`src/rtl/call_stack_if.sv`:
```
// Control-flow bus between the decode stage and the call stack.
// Op semantics: call/ret/jmp/jmpz are single-cycle strobes qualified only by
// the clock. There is no valid/ready handshake because the stack always
// accepts an op. jmp_en/jmp_addr answer combinationally in the same cycle.
// Stack state, depth and the error flags change on the rising edge.
interface call_stack_if #(
  parameter int AW         = 8,
  parameter int DEPTH_LOG2 = 3
);
  logic [AW-1:0]         pc;
  logic                  call;
  logic                  ret;
  logic                  jmp;
  logic                  jmpz;
  logic                  zero;
  logic [AW-1:0]         target;
  logic                  err_clr;
  logic                  jmp_en;
  logic [AW-1:0]         jmp_addr;
  logic [DEPTH_LOG2:0]   depth;
  logic                  full;
  logic                  empty;
  logic                  ovf;
  logic                  unf;

  // Decode side: issues ops, observes redirect and stack status.
  modport master (
    output pc, call, ret, jmp, jmpz, zero, target, err_clr,
    input  jmp_en, jmp_addr, depth, full, empty, ovf, unf
  );

  // Call stack side.
  modport slave (
    input  pc, call, ret, jmp, jmpz, zero, target, err_clr,
    output jmp_en, jmp_addr, depth, full, empty, ovf, unf
  );
endinterface

```
`src/rtl/call_stack.sv`:
```
// Control-flow resolver and return-address LIFO beside the program counter.
// The redirect is combinational so the pc can take it on its falling edge in
// the same cycle. Pushes, pops and the sticky error flags update on the rising
// edge. Op priority is ret > call > jmp > jmpz. Lower ops are fully ignored.
module call_stack #(
  parameter int AW         = 8,
  parameter int DEPTH_LOG2 = 3
) (
  input  logic         clk,
  input  logic         rst,
  call_stack_if.slave  bus
);
  localparam int DEPTH = 2 ** DEPTH_LOG2;

  logic [AW-1:0]         stack [DEPTH];
  logic [DEPTH_LOG2:0]   depth_q;
  logic                  ovf_q;
  logic                  unf_q;

  logic                  is_full;
  logic                  is_empty;
  logic [DEPTH_LOG2-1:0] top_idx;
  logic [DEPTH_LOG2-1:0] push_idx;
  logic [AW-1:0]         top_addr;
  logic                  do_push;
  logic                  do_pop;
  logic                  call_blocked;
  logic                  ret_blocked;
  logic                  redir_en;
  logic [AW-1:0]         redir_addr;

  assign is_full  = (depth_q == (DEPTH_LOG2 + 1)'(DEPTH));
  assign is_empty = (depth_q == '0);
  // Only read when not empty, so the wrap at depth 0 is never observed.
  assign top_idx  = DEPTH_LOG2'(depth_q - 1'b1);
  // Only used when not full, so depth fits in the index width.
  assign push_idx = depth_q[DEPTH_LOG2-1:0];
  assign top_addr = stack[top_idx];

  // A call only counts when no ret shares the cycle.
  assign do_pop       = bus.ret & ~is_empty;
  assign ret_blocked  = bus.ret & is_empty;
  assign do_push      = bus.call & ~bus.ret & ~is_full;
  assign call_blocked = bus.call & ~bus.ret & is_full;

  // Resolve the redirect from the highest-priority op present.
  always_comb begin
    redir_en   = 1'b0;
    redir_addr = '0;
    if (bus.ret) begin
      if (!is_empty) begin
        redir_en   = 1'b1;
        redir_addr = top_addr;
      end
    end else if (bus.call) begin
      if (!is_full) begin
        redir_en   = 1'b1;
        redir_addr = bus.target;
      end
    end else if (bus.jmp) begin
      redir_en   = 1'b1;
      redir_addr = bus.target;
    end else if (bus.jmpz) begin
      if (bus.zero) begin
        redir_en   = 1'b1;
        redir_addr = bus.target;
      end
    end
  end

  // Redirect is forced quiet while reset is held.
  assign bus.jmp_en   = rst & redir_en;
  assign bus.jmp_addr = rst ? redir_addr : '0;
  assign bus.depth    = depth_q;
  assign bus.full     = is_full;
  assign bus.empty    = is_empty;
  assign bus.ovf      = ovf_q;
  assign bus.unf      = unf_q;

  // Stack storage: write the return address (pc+1, wrapping) on a push.
  always_ff @(posedge clk or negedge rst) begin
    if (!rst) begin
      for (int i = 0; i < DEPTH; i++) begin
        stack[i] <= '0;
      end
    end else if (do_push) begin
      stack[push_idx] <= bus.pc + 1'b1;
    end
  end

  // Occupancy counter: push and pop are mutually exclusive by priority.
  always_ff @(posedge clk or negedge rst) begin
    if (!rst) begin
      depth_q <= '0;
    end else if (do_push) begin
      depth_q <= depth_q + 1'b1;
    end else if (do_pop) begin
      depth_q <= depth_q - 1'b1;
    end
  end

  // Sticky error flags: a new event in the clear cycle keeps the flag set.
  always_ff @(posedge clk or negedge rst) begin
    if (!rst) begin
      ovf_q <= 1'b0;
      unf_q <= 1'b0;
    end else begin
      ovf_q <= (ovf_q & ~bus.err_clr) | call_blocked;
      unf_q <= (unf_q & ~bus.err_clr) | ret_blocked;
    end
  end

endmodule

```
`src/flat_wrapper.sv`:
```
// flat-port wrapper written by rule: the top's interface ports become plain ports
module call_stack_flat 
#(
  parameter int AW         = 8,
  parameter int DEPTH_LOG2 = 3
)
  (clk, rst, bus_pc, bus_call, bus_ret, bus_jmp, bus_jmpz, bus_zero, bus_target, bus_err_clr, bus_jmp_en, bus_jmp_addr, bus_depth, bus_full, bus_empty, bus_ovf, bus_unf);
  call_stack_if #(.AW(AW), .DEPTH_LOG2(DEPTH_LOG2)) bus_i ();
  input  logic clk;
  input  logic rst;
  input wire logic [$bits(bus_i.pc)-1:0] bus_pc;
  input wire logic [$bits(bus_i.call)-1:0] bus_call;
  input wire logic [$bits(bus_i.ret)-1:0] bus_ret;
  input wire logic [$bits(bus_i.jmp)-1:0] bus_jmp;
  input wire logic [$bits(bus_i.jmpz)-1:0] bus_jmpz;
  input wire logic [$bits(bus_i.zero)-1:0] bus_zero;
  input wire logic [$bits(bus_i.target)-1:0] bus_target;
  input wire logic [$bits(bus_i.err_clr)-1:0] bus_err_clr;
  output wire logic [$bits(bus_i.jmp_en)-1:0] bus_jmp_en;
  output wire logic [$bits(bus_i.jmp_addr)-1:0] bus_jmp_addr;
  output wire logic [$bits(bus_i.depth)-1:0] bus_depth;
  output wire logic [$bits(bus_i.full)-1:0] bus_full;
  output wire logic [$bits(bus_i.empty)-1:0] bus_empty;
  output wire logic [$bits(bus_i.ovf)-1:0] bus_ovf;
  output wire logic [$bits(bus_i.unf)-1:0] bus_unf;
  assign bus_i.pc = bus_pc;
  assign bus_i.call = bus_call;
  assign bus_i.ret = bus_ret;
  assign bus_i.jmp = bus_jmp;
  assign bus_i.jmpz = bus_jmpz;
  assign bus_i.zero = bus_zero;
  assign bus_i.target = bus_target;
  assign bus_i.err_clr = bus_err_clr;
  assign bus_jmp_en = bus_i.jmp_en;
  assign bus_jmp_addr = bus_i.jmp_addr;
  assign bus_depth = bus_i.depth;
  assign bus_full = bus_i.full;
  assign bus_empty = bus_i.empty;
  assign bus_ovf = bus_i.ovf;
  assign bus_unf = bus_i.unf;
  call_stack #(.AW(AW), .DEPTH_LOG2(DEPTH_LOG2)) u_core (.clk(clk), .rst(rst), .bus(bus_i));
endmodule
```
`config.mk`:
```
export PLATFORM = sky130hd
export DESIGN_NAME = call_stack_flat
export DESIGN_NICKNAME = d
export VERILOG_FILES = /design/src/rtl/call_stack_if.sv /design/src/rtl/call_stack.sv /design/src/flat_wrapper.sv
export SDC_FILE = /design/constraint.sdc
export NUM_CORES = 1
export LEC_CHECK = 0
export BUFFER_PORTS_ARGS = -buffer_cell sky130_fd_sc_hd__buf_2
export CAP_MARGIN = 20
export CORE_MARGIN = 2
export CORE_UTILIZATION = 40
export DETAILED_ROUTE_END_ITERATION = 8
export PLACE_DENSITY = 0.66
export SLEW_MARGIN = 10
export SYNTH_ARGS = -nofsm -noshare
export SYNTH_HDL_FRONTEND = slang
export SYNTH_SLANG_ARGS = --single-unit
export TNS_END_PERCENT = 1
```
`constraint.sdc`:
```
create_clock -name clk -period 3.5 [get_ports clk]
set_clock_uncertainty 0.15 [all_clocks]
set_input_delay 0.35 -clock clk [delete_from_list [all_inputs] [get_ports clk]]
set_output_delay 0.35 -clock clk [all_outputs]
set_load 0.02 [all_outputs]
```
==> impl_metrics.env <==
export IMPL_drive_above_1_share_pct=22.7
export IMPL_min_period_ps=3260
export IMPL_clock_fmax_mhz=307
export IMPL_viasPerCell=5.21
export IMPL_slew_headroom_pct=48.9
export IMPL_fin_nets=380
export IMPL_outcome="finished, final reports clean"
export IMPL_cts_root_buf="clkbuf_8"
export IMPL_finalNonFillerCells=462
export IMPL_cts_made_buffers=9
export IMPL_yosys_warnings=0
export IMPL_netlist_area_mm2=0.00343
export IMPL_clk_latency_ps=330
export IMPL_die_area_mm2=0.00932
export IMPL_ys_seq_area_share_pct=51.1
export IMPL_end_kind="primary output"
export IMPL_cts_setup_buffers=0
export IMPL_synth_seq_cells=70
export IMPL_path_max_fanout=16
export IMPL_min_period_over_period_pct=93.2
export IMPL_antenna_found_initial=0
export IMPL_hpwl_mm=5.34
export IMPL_p_leak_uw=0.00177
export IMPL_setup_viol=0
export IMPL_reg2reg_depth=5
export IMPL_r2r_end="u_core.stack[49]"
export IMPL_synth_xor_area_share_pct=2.52
export IMPL_ios=41
export IMPL_drc=0
export IMPL_cpPeakStageDelay_ps=740
export IMPL_cp_required_ps=3000
export IMPL_synthFlopType="dfrtp_1"
export IMPL_worstSetupStartpointType="register"
export IMPL_totalWireLength_mm=7.51
export IMPL_crit_path_cell_trace="inv_1, ha_1, buf_4, mux4_2, a221o_1, buf_2"
export IMPL_port_buffers=40
export IMPL_slew_violations=0
export IMPL_rsz0062_at_grt="false"
export IMPL_gp_congestion=0.874
export IMPL_clock_path_buffers=2
export IMPL_synth_top_family_by_area="simple AND/OR/NAND/NOR gates"
export IMPL_critPathArrivalTime_ps=2760
export IMPL_dp_cells=446
export IMPL_hold_slack_ps=62.1
export IMPL_cp_buffers_inverters=3
export IMPL_finalHoldViolations=0
export IMPL_synthMuxAreaShare_pct=13.8
export IMPL_worst_setup_path_type="reg2out"
export IMPL_critPathSlowestCell="ha_1"
export IMPL_worst_pin_slew_ps=762
export IMPL_pre_cts_slack_ps=614
export IMPL_worst_r2r_startpoint="u_core.bus.depth[1]"
export IMPL_start_util_pct=41.5
export IMPL_die_height_um=96.6
export IMPL_drt_pass1_iterations=4
export IMPL_synth_top_area_share_pct=51.1
export IMPL_crit_start="u_core.bus.depth[1]"
export IMPL_syn_inst=318
export IMPL_setup_worst_path_end="bus_jmp_addr[5]"
export IMPL_ctsResizeCount=0
export IMPL_avgSynthCellArea_um2=10.8
export IMPL_core_rowCount=33
export IMPL_track_usage_pct=17.8
export IMPL_synth_compound_area_share_pct=13.0
export IMPL_grt_overflow=0
export IMPL_synth_top_area_cell="dfrtp_1"
export IMPL_fin_tns_setup_ps=0
export IMPL_die_w_um=96.6
export IMPL_n_antenna_cell=0
export IMPL_grt_pass1_wl_mm=12.3
export IMPL_p_per_area_mw_per_mm2=918
export IMPL_first_global_vias=2365
export IMPL_synthArstFlopShare_pct=100
export IMPL_ant_nets=0
export IMPL_cts_tree="yes"
export IMPL_syn_to_final_growth_pct=12.0
export IMPL_synth_nets=345
export IMPL_maxCapViolCount=0
export IMPL_critical_path_cell_count=6
export IMPL_grt_max_degree=62
export IMPL_h_tree_depth=3
export IMPL_reg2reg_slack_ps=850
export IMPL_yosys_area_share_adder_pct=1.10
export IMPL_drtIter0Drc=96
export IMPL_yosys_area_share_simple_pct=14.1
export IMPL_utilization_pct=46.5
export IMPL_irDropWorstVdd_uv=324
export IMPL_synth_edf_count=0
export IMPL_post_synth_num_cell_types=48
export IMPL_worst_slack_ps=240
export IMPL_wl_per_cell_um=16.2
export IMPL_cp_top_family="adder cells"
export IMPL_synth_area_leaders="dfrtp_1 (51%), mux4_2 (9.2%), nand2_1 (5.8%), o21ai_1 (4.1%), a21oi_1 (2.5%)"
export IMPL_coreArea_mm2=0.00826
export IMPL_num_vias=2409
export IMPL_worstHoldStart="bus_err_clr"
export IMPL_clock_sinks=70
export IMPL_path_clk_slew_ps=70
export IMPL_hp_class="in2reg"
## report_power, final
group | leakage (uW) | internal, uW | total (uW) | switching (uW)
clock | 0.0000865 | 292 | 566 | 274
sequential | 0.000870 | 1190 | 1410 | 224
combinational | 0.000817 | 777 | 1550 | 771
total | 0.00177 | 2260 | 3520 | 1270
## cells in the final DEF, fill, tap and decap left out, types with 7 or more instances in the layout
cell type / count
nand2_1: 53
a21oi_1: 17
clkbuf_8: 11
nand3_1: 7
o21ai_1: 28
buf_2: 40
o21ai_0: 15
mux4_2: 14
nor2_1: 18
dfrtp_1: 70
## metal layers
| metal | routed length [um] | track usage [%] | vias to the layer above |
|---|---|---|---|
| met4 | 122 | 5.75 | 0 |
| li1 | - | - | 1197 |
| met2 | 3430 | 27.1 | 53 |
| met1 | 3560 | 25.2 | 1147 |
| met5 | 0 | 0 | - |
| met3 | 392 | 4.11 | 12 |
## kinds of logic after synthesis
logic type | after synthesis
AND/OR/NAND/NOR | 105
flip-flops | 70
adder cells (fa/ha/maj) | 3
AO/OA/AOI/OAI | 77
XOR/XNOR | 9
buffers and inverters | 27
multiplexers | 27
## worst min-delay path by stage
stage,depth (start not counted),endpoint
after floorplan,0,u_core.bus.depth[0]
after detailed placement,1,u_core.bus.depth[0]
after CTS,2,u_core.bus.ovf
final,2,u_core.bus.ovf
after global placement,1,u_core.bus.depth[0]
after global routing,2,u_core.bus.ovf
## state kept, by name, summed over array words and instances, names as in the netlist
register / cells
u_core.bus.unf: 1
u_core.bus.depth: 4
u_core.bus.ovf: 1
u_core.stack: 64
## Yosys cell counts (all sizes together), types with 2 or more instances
| cell type | number |
|---|---|
| ha | 3 |
| inv | 5 |
| mux2 | 9 |
| o2bb2ai | 2 |
| or4 | 4 |
| and2 | 2 |
| mux4 | 14 |
| o21ai | 43 |
| nand2b | 2 |
| a21oi | 17 |
| xnor2 | 3 |
| nand2 | 53 |
| or3b | 2 |
| dfrtp | 70 |
| a221o | 5 |
| xor2 | 6 |
| nor2 | 18 |
| o21a | 2 |
| and3 | 5 |
| mux2i | 4 |
| buf | 14 |
| clkbuf | 7 |
| nor2b | 6 |
| nand3 | 7 |
## stage by stage
stage                     instance area, um2  total power, uW
after floorplan                         3430             2600
after global placement                  3660             2940
after detailed placement                3660             2990
after CTS                               3840             3560
after global routing                    3840             3790
final                                   3840             3520
## layout make-up
class	instances	area [um2]
fillers	789	4420
well taps	105	131
inverters	6	22.5
clock inverters	1	5.00
flip-flops and latches	70	1750
clock buffers	14	163
multi-input cells	221	1530
repair buffers	45	240
## timing repair
action,in CTS,in global routing
hold buffers,1,0
setup endpoints to repair,0,0
hold endpoints to repair,9,0
Power figures use the tool's default switching activity.
